===== src/rtl/sc_core_oz_pkg.sv =====
// Shared types and constants for the single-cycle core register-file write-port arbiter.
package sc_core_oz_pkg;

   localparam int unsigned RF_ADDR_W = 5;
   localparam int unsigned RF_DATA_W = 32;
   localparam logic [RF_ADDR_W-1:0] RF_LAST_IDX = 5'd31;

   typedef enum logic {
      S_IDLE  = 1'b0,
      S_CLEAR = 1'b1
   } t_rf_arb_state;

   typedef struct packed {
      logic                 en;
      logic [RF_ADDR_W-1:0] addr;
      logic [RF_DATA_W-1:0] data;
   } t_rf_wr_req;

endpackage


===== src/rtl/sc_core_oz_rf_clr_seq.sv =====
// Clear sweep sequencer: owns the IDLE/CLEAR state, walks the pointer x1..x31 and pulses done
// one cycle after the last write.
module sc_core_oz_rf_clr_seq
   import sc_core_oz_pkg::*;
#(
   parameter bit CLEAR_ON_RESET = 1'b1
) (
   input  logic                 clk,
   input  logic                 rst,
   input  logic                 start,
   output t_rf_arb_state        state,
   output logic [RF_ADDR_W-1:0] ptr,
   output logic                 busy,
   output logic                 done
);

   t_rf_arb_state        state_q;
   logic [RF_ADDR_W-1:0] ptr_q;
   logic                 done_q;

   // start is only honoured from IDLE; a sweep always runs to x31 unless reset intervenes
   always_ff @(posedge clk or negedge rst) begin
      if (!rst) begin
         state_q <= CLEAR_ON_RESET ? S_CLEAR : S_IDLE;
         ptr_q   <= RF_ADDR_W'(1);
         done_q  <= 1'b0;
      end else begin
         done_q <= 1'b0;
         if (state_q == S_IDLE) begin
            if (start) state_q <= S_CLEAR;
         end else if (ptr_q == RF_LAST_IDX) begin
            state_q <= S_IDLE;
            ptr_q   <= RF_ADDR_W'(1);
            done_q  <= 1'b1;
         end else begin
            ptr_q <= ptr_q + RF_ADDR_W'(1);
         end
      end
   end

   assign state = state_q;
   assign ptr   = ptr_q;
   assign busy  = (state_q == S_CLEAR);
   assign done  = done_q;

endmodule


===== src/rtl/sc_core_oz_rf_arb.sv =====
// RF write-port arbiter (clear sweep > core > debug write, with starvation relief) and debug read path.
// Optional perf counters are built when SC_CORE_OZ_RF_ARB_PERF_EN is defined.
module sc_core_oz_rf_arb
   import sc_core_oz_pkg::*;
#(
   parameter bit                      CLEAR_ON_RESET = 1'b1,
   parameter logic [RF_DATA_W-1:0]    CLEAR_VALUE    = 32'h0,
   parameter int unsigned             STARVE_LIMIT   = 8
) (
   input  logic                 clk,
   input  logic                 rst,
   input  logic                 core_wr_en,
   input  logic [RF_ADDR_W-1:0] core_wr_addr,
   input  logic [RF_DATA_W-1:0] core_wr_data,
   output logic                 core_stall,
   input  logic                 dbg_req_valid,
   output logic                 dbg_req_ready,
   input  logic                 dbg_req_we,
   input  logic [RF_ADDR_W-1:0] dbg_req_addr,
   input  logic [RF_DATA_W-1:0] dbg_req_wdata,
   output logic                 dbg_rsp_valid,
   output logic [RF_DATA_W-1:0] dbg_rsp_rdata,
   output logic [RF_ADDR_W-1:0] rf_dbg_rd_addr,
   input  logic [RF_DATA_W-1:0] rf_dbg_rd_data,
   input  logic                 clr_start,
   output logic                 clr_busy,
   output logic                 clr_done,
   output logic                 rf_wr_en,
   output logic [RF_ADDR_W-1:0] rf_wr_addr,
   output logic [RF_DATA_W-1:0] rf_wr_data
`ifdef SC_CORE_OZ_RF_ARB_PERF_EN
   ,
   output logic [15:0]          perf_dbg_wait,
   output logic [15:0]          perf_starve_cnt
`endif
);

   localparam int unsigned STARVE_W = 8;
   localparam logic [STARVE_W-1:0] STARVE_MAX = STARVE_W'(STARVE_LIMIT);

   t_rf_arb_state        state;
   logic [RF_ADDR_W-1:0] clr_ptr;
   logic [STARVE_W-1:0]  starve_q;
   logic [STARVE_W-1:0]  starve_d;
   logic                 is_idle;
   logic                 core_ok;
   logic                 dbg_wr;
   logic                 dbg_rd;
   logic                 force_grant;
   logic                 dbg_grant;
   t_rf_wr_req           wr;

   sc_core_oz_rf_clr_seq #(
      .CLEAR_ON_RESET (CLEAR_ON_RESET)
   ) u_clr_seq (
      .clk   (clk),
      .rst   (rst),
      .start (clr_start),
      .state (state),
      .ptr   (clr_ptr),
      .busy  (clr_busy),
      .done  (clr_done)
   );

   // Write-port mux; reset gating keeps the combinational outputs quiet while rst is low
   always_comb begin
      is_idle     = (state == S_IDLE);
      core_ok     = core_wr_en && (core_wr_addr != '0);
      dbg_wr      = dbg_req_valid && dbg_req_we;
      dbg_rd      = dbg_req_valid && !dbg_req_we;
      force_grant = is_idle && dbg_wr && (starve_q == STARVE_MAX);
      dbg_grant   = is_idle && dbg_wr && (!core_ok || force_grant);
      starve_d    = (is_idle && dbg_wr && !dbg_grant) ? starve_q + STARVE_W'(1) : '0;

      wr = '0;
      if (!is_idle) begin
         wr.en   = 1'b1;
         wr.addr = clr_ptr;
         wr.data = CLEAR_VALUE;
      end else if (core_ok && !force_grant) begin
         wr.en   = 1'b1;
         wr.addr = core_wr_addr;
         wr.data = core_wr_data;
      end else if (dbg_grant) begin
         wr.en   = 1'b1;
         wr.addr = dbg_req_addr;
         wr.data = dbg_req_wdata;
      end
      if (wr.addr == '0) wr.en = 1'b0;
      if (!rst) wr = '0;

      dbg_req_ready = rst && is_idle && (dbg_req_we ? (!core_ok || force_grant) : 1'b1);
      core_stall    = !is_idle || force_grant;
   end

   assign rf_wr_en       = wr.en;
   assign rf_wr_addr     = wr.addr;
   assign rf_wr_data     = wr.data;
   assign rf_dbg_rd_addr = dbg_req_addr;

   // Starve counter and one-cycle read response; data sampled before any same-cycle write lands
   always_ff @(posedge clk or negedge rst) begin
      if (!rst) begin
         starve_q      <= '0;
         dbg_rsp_valid <= 1'b0;
         dbg_rsp_rdata <= '0;
      end else begin
         starve_q      <= starve_d;
         dbg_rsp_valid <= is_idle && dbg_rd;
         if (is_idle && dbg_rd) begin
            dbg_rsp_rdata <= (dbg_req_addr == '0) ? '0 : rf_dbg_rd_data;
         end
      end
   end

`ifdef SC_CORE_OZ_RF_ARB_PERF_EN
   // Saturating perf counters, zeroed by reset or any clr_start
   always_ff @(posedge clk or negedge rst) begin
      if (!rst) begin
         perf_dbg_wait   <= '0;
         perf_starve_cnt <= '0;
      end else if (clr_start) begin
         perf_dbg_wait   <= '0;
         perf_starve_cnt <= '0;
      end else begin
         if (dbg_wr && !dbg_req_ready && (perf_dbg_wait != 16'hFFFF)) begin
            perf_dbg_wait <= perf_dbg_wait + 16'd1;
         end
         if (force_grant && (perf_starve_cnt != 16'hFFFF)) begin
            perf_starve_cnt <= perf_starve_cnt + 16'd1;
         end
      end
   end
`endif

endmodule


===== config.mk =====
export PLATFORM = sky130hd
export DESIGN_NAME = sc_core_oz_rf_arb
export DESIGN_NICKNAME = d
export VERILOG_FILES = /design/src/rtl/sc_core_oz_pkg.sv /design/src/rtl/sc_core_oz_rf_clr_seq.sv /design/src/rtl/sc_core_oz_rf_arb.sv
export SDC_FILE = /design/constraint.sdc
export NUM_CORES = 1
export LEC_CHECK = 0
export ABC_AREA = 0
export BUFFER_PORTS_ARGS = -buffer_cell sky130_fd_sc_hd__clkbuf_2
export CAP_MARGIN = 20
export CORE_MARGIN = 4
export CORE_UTILIZATION = 40
export DETAILED_ROUTE_END_ITERATION = 8
export HOLD_SLACK_MARGIN = 0.06
export PLACE_DENSITY = 0.85
export SLEW_MARGIN = 0
export SYNTH_ARGS = -nofsm -noshare
export SYNTH_HDL_FRONTEND = slang
export SYNTH_SLANG_ARGS = --single-unit

===== constraint.sdc =====
create_clock -name clk -period 3.9 [get_ports clk]
set_clock_uncertainty 0.15 [all_clocks]
set_input_delay 0.78 -clock clk [delete_from_list [all_inputs] [get_ports clk]]
set_output_delay 0.78 -clock clk [all_outputs]
set_load 0.01 [all_outputs]

---- Yosys cells after proc, flatten, opt, wreduce, memory -nomap -nowiden ----
Cells that the tools add are included.
storage, ports and cells
  bits in read-only memories .............. 0
  logic and storage cells ................. 45
  bits in latches ......................... 0
  bits in writable memories ............... 0
  memories ................................ 0
  register bits after elaboration ......... 48
  output and inout port bits .............. 80
cells by class
  bitwise logic cells ..................... 1
  order comparisons ....................... 0
  equality and inequality tests ........... 2
  shift operators ......................... 0
  multiplexer cells ....................... 14
  multiply operators ...................... 0
  add/sub/neg operators ................... 2
  div/mod/pow operators ................... 0
  reductions and logical operators ........ 20
operator list
  cell                   number
  $mux W38               4
  $mux W32               1
  $logic_and A1 B1 Y1    11
  $logic_not A5 Y1       2
  $add A8 B1 Y8 const B  1
  $eq A8 B4 Y1 const B   1
  $mux W8                1
  $mux W1                7
  $add A5 B1 Y5 const B  1
  $eq A5 B5 Y1 const B   1
  $mux W5                1
  $reduce_bool A5 Y1     1
  $logic_not A1 Y1       4
  $logic_or A1 B1 Y1     2
  $not A1 Y1             1

---- Depth between registers and ports, before layout ----
  depth in word-level cells ............... 11
  gate-level depth with buffers ........... 8

---- Cells and area by module ----
Synthesis repeated with hierarchy kept, for this count alone.
unflattened totals
  cells, all modules ...................... 252
  area total of the unflattened synthesis .. 2557.5 µm²
by module, submodules not included
  module                 area an instance (µm²)  instances  cells each
  sc_core_oz_rf_arb      2229.6                  1          225
  sc_core_oz_rf_clr_seq  327.8                   1          27

---- Worst setup path before layout ----
No wires, ideal clock.
  kind .................................... input-to-output
  start point ............................. in core_wr_addr[0]
  end point ............................... out rf_wr_data[2]
  slack ................................... 0.728 ns
  arrival time ............................ 2.242 ns
  stages .................................. 6
  path through ............................ or4_1 -> o21a_1 -> a21oi_4 -> buf_2 -> a22oi_1 -> nor2_1
between the ends
  cells in the longest elaborated chain, start to end .. 9
ends and longest elaborated chain
  item                   RTL line                 RTL
  start: declaration     sc_core_oz_rf_arb.sv:13  input logic [RF_ADDR_W-1:0] core_wr_addr,
  $reduce_bool A5 Y1 *   sc_core_oz_rf_arb.sv:68  core_ok = core_wr_en && (core_wr_addr != '0);
  $logic_and A1 B1 Y1 *  sc_core_oz_rf_arb.sv:68
  $logic_not A1 Y1       sc_core_oz_rf_arb.sv:72  dbg_grant = is_idle && dbg_wr && (!core_ok || force_grant);
  $logic_or A1 B1 Y1     sc_core_oz_rf_arb.sv:72
  $logic_and A1 B1 Y1    sc_core_oz_rf_arb.sv:72
  $mux W38               sc_core_oz_rf_arb.sv:84  end else if (dbg_grant) begin
  $mux W38 *             sc_core_oz_rf_arb.sv:80  end else if (core_ok && !force_grant) begin
  $mux W38 *             sc_core_oz_rf_arb.sv:76  if (!is_idle) begin
  $mux W38 *             sc_core_oz_rf_arb.sv:90  if (!rst) wr = '0;
  end: declaration       sc_core_oz_rf_arb.sv:30  output logic [RF_DATA_W-1:0] rf_wr_data
Every way passes the cells marked *; elsewhere a longest branch is shown, timed or not.

---- Worst setup path after layout ----
  start point ............................. reg starve_q[0]
  end point ............................... out rf_wr_en
between the ends
  cells in the longest elaborated chain, start to end .. 10
ends and longest elaborated chain
  item                      RTL line                  RTL
  start: declaration        sc_core_oz_rf_arb.sv:43   logic [STARVE_W-1:0] starve_q;
  start signal: assignment  sc_core_oz_rf_arb.sv:108  starve_q <= starve_d;
  $eq A8 B4 Y1 *            sc_core_oz_rf_arb.sv:71   force_grant = is_idle && dbg_wr && (starve_q == STARVE_MAX);
  $logic_and A1 B1 Y1 *     sc_core_oz_rf_arb.sv:71
  $logic_or A1 B1 Y1        sc_core_oz_rf_arb.sv:72
  $logic_and A1 B1 Y1       sc_core_oz_rf_arb.sv:72
  $mux W38                  sc_core_oz_rf_arb.sv:84
  $mux W38 *                sc_core_oz_rf_arb.sv:80
  $mux W38 *                sc_core_oz_rf_arb.sv:76
  $logic_not A5 Y1          sc_core_oz_rf_arb.sv:89   if (wr.addr == '0) wr.en = 1'b0;
  $mux W1 *                 sc_core_oz_rf_arb.sv:89
  $mux W38 *                sc_core_oz_rf_arb.sv:90
  end: declaration          sc_core_oz_rf_arb.sv:28   output logic rf_wr_en,
Marked as above.

==> flow_summary.toml <==
[run_status]
status = "finished, final reports clean"

[critical_path]
crit_path_end_kind = "primary output"
cp.arrival_ns = 2.82
start_kind = "flop"
cp_data_required_time_ns = 2.97
worst-setup-path-type = "reg -> out"
crit_fanout = 6

[global_routing]
antenna_found_initial = 1
grt_max_degree = 55
grt_use_total = 0.2064
grt_pass1_vias = 2712
use_met3 = 0.06244
grt_pass1_wl_um = 12340
grt_use_met2 = 0.3671
busiest_layer = "met2"
gr-total-overflow = 0
use_met1 = 0.2332

[synthesis]
ys_seq_area_frac = 0.4800
synth_fa_ha_area_frac = 0.01996
syn_avg_cell_area_sq_um = 9.950
synth_nets = 368
ys_seq_elements = 48
postSynthCellCount = 252
yosys_warnings = 0
synth_mux_area_frac = 0.004491
synth_top_area_frac = 0.4591
synthesis.area_sq_um = 2507
synth_edf_count = 0
synth_top_family_by_area = "compound AO/OA/AOI/OAI gates"
synth_compound_area_frac = 0.2635
postSynth.asyncResetShare = 1.000
yosysTopAreaCell = "dfrtp_1"
synth-simple-area-share = 0.1602
ys_top_cells_by_area = "dfrtp_1, a22o_1, a22oi_1, nor2_1, dfstp_2"
synthXorXnorAreaFrac = 0.02096
synth.distinct_cells = 38
synthFlopType = "dfrtp_1"

[floorplan]
start_util = 0.4185
die_area_sq_um = 7599
core_sq_um = 5991
die_w_um = 87.18
die_y_um = 87.18
rows = 28
ios = 192

[routing]
via_per_inst = 5.334
final_antenna_net_count = 0
initialDrtViolationCount = 98
drc_errors = 0
wl_per_cell_um = 16.05
num_vias = 2731
dr.pass1.iters = 5
routed_wl_um = 8220

[run]
maxCapViolations = 0

[clock_network]
post_cts_buffers = 0
cts_tree = "built"
cts_buffer_depth = 2
clk_pin_slew_ns = 0.09
numCtsBuffers = 5
clock_latency_ns = 0.30
htree_levels = 2
cts_num_sinks = 48
cts_hold_buffers = 0
ctsResizeCount = 0
cts-root-buf = "clkbuf_8"

[pwr]
powerDensity_nw_per_um2 = 528.1
seq_power_share = 0.422
vdd_drop_max_mv = 0.3669
clkPwrFrac = 0.197
pwr-share-comb = 0.381
p_int_mw = 1.262
switchingPower_mw = 0.6586
p_sw_frac = 0.3430
p_leak_nw = 1.971

[layout]
drive_gt1_frac = 0.4920
diodes = 0
area_growth_pct = 45.01
fin_util = 0.6069
nFillCells = 532
final_cells = 512
finalNetCount = 552

[timing]
fin_crit_ns = 3.748
maxSlewHeadroom = 0.3455
grt_setup_unrepaired = "false"
hold_viol = 0
period_share = 0.9611
slew_viol_final = 0
worst_slack_ns = 0.1519
worst_slew_pin_slew_ns = 0.9795
final.setup.tns_ns = 0
timing.fmax_ghz = 0.2668
setup_viol = 0

[place]
io_buffers = 191
place_ws_ns = 0.4099
dp.cells = 504
hpwlAfterDp_um = 6416
globalplace.congestion = 0.8632

[min_path]
hp-class = "reg -> reg"
-- registers in the layout, summed over array words and instances (netlist names) --
register,flops
dbg_rsp_valid,1
u_clr_seq.busy,1
u_clr_seq.ptr,5
dbg_rsp_rdata,32
u_clr_seq.done,1
starve_q,8
-- area by class of cell --
type / instances / area, sq um / area share
flip-flops and latches: 48 / 1204 / 0.3310
multi-input cells: 176 / 1182 / 0.3252
repair buffers: 198 / 1008 / 0.2774
well taps: 75 / 93.84 / 0.02581
clock buffers: 6 / 82.58 / 0.02271
clock inverters: 2 / 38.79 / 0.01067
inverters: 7 / 26.28 / 0.007226
-- cells by family after synthesis --
family,Yosys count
mux,1
fa+ha+maj,4
xor+xnor,6
simple gates,82
buf+inv,28
compound gates,83
flops,48
-- layer usage --
layer / wire, um / share of wire
met4: 163 / 0.020
met2: 3931 / 0.48
met1: 3179 / 0.39
met5: 13 / 0.0016
met3: 932 / 0.11
-- cell usage in the layout, fill, tap and decap left out, types with 2 or more instances in the layout --
cell      synthesis  final
nor2_1           42     41
a222oi_1          2      2
nand3b_1          2      2
clkbuf_8          0      6
a22oi_1          32     32
dfstp_2           2      2
nand2_1           8      8
clkbuf_2          0    191
nand3_1           7      7
o21ai_0           7      7
dfrtp_1          46     46
inv_1             7      7
buf_4             5      7
nor2b_1           4      4
a22o_1           32     32
ha_1              4      4
a221oi_1          2      2
xor2_1            5      5
and2_1            4      4
and3_1            6      6
-- final timing paths --
kind                                    from           endpoint  slack, ns  cells after the start
max reg2reg                      starve_q[0]        starve_q[3]       1.55                      8
min                        dbg_rsp_rdata[19]  dbg_rsp_rdata[19]       0.36                      1
min reg2reg                dbg_rsp_rdata[19]  dbg_rsp_rdata[19]       0.36                      1
min in group asynchronous                rst  dbg_rsp_rdata[22]       0.46                      2
max in group asynchronous                rst   dbg_rsp_rdata[6]       2.72                      2
max                              starve_q[0]           rf_wr_en       0.15                      9
-- metrics by stage --
step           area [sq um]  hold slack [ns]  power [mW]
2_1_floorplan          2507           0.3121       1.207
3_3_place_gp           3515           0.3385       1.527
3_5_place_dp           3515           0.3420       1.549
4_1_cts                3636           0.3640       1.936
5_1_grt                3636           0.3762       2.047
6_report               3636           0.3591       1.920
-- power by group through the flow --
stage	Clock [mW]	Combinational [mW]	Sequential, mW
final	0.379	0.731	0.811
after global routing	0.408	0.801	0.838
after CTS	0.388	0.739	0.808
after detailed placement	0	0.744	0.805
after global placement	0	0.717	0.809
after floorplan	0	0.346	0.861
-- cell usage after synthesis, types with 5 or more instances --
| cell type | number |
|---|---|
| buf_4 | 5 |
| nor2_1 | 42 |
| o21ai_0 | 7 |
| xor2_1 | 5 |
| clkbuf_1 | 13 |
| nand3_1 | 7 |
| a22o_1 | 32 |
| dfrtp_1 | 46 |
| nand2_1 | 8 |
| and3_1 | 6 |
| a22oi_1 | 32 |
| inv_1 | 7 |
-- critical path, cell delays in order, from the launching register on --
cell	delay, ns
dfrtp_1	0.45
inv_1	0.09
ha_1	0.15
or4b_4	0.47
or3_4	0.40
or2_0	0.24
a32oi_1	0.23
a21boi_1	0.13
o211a_1	0.25
clkbuf_2	0.13
(Power assumes the default switching activity.)
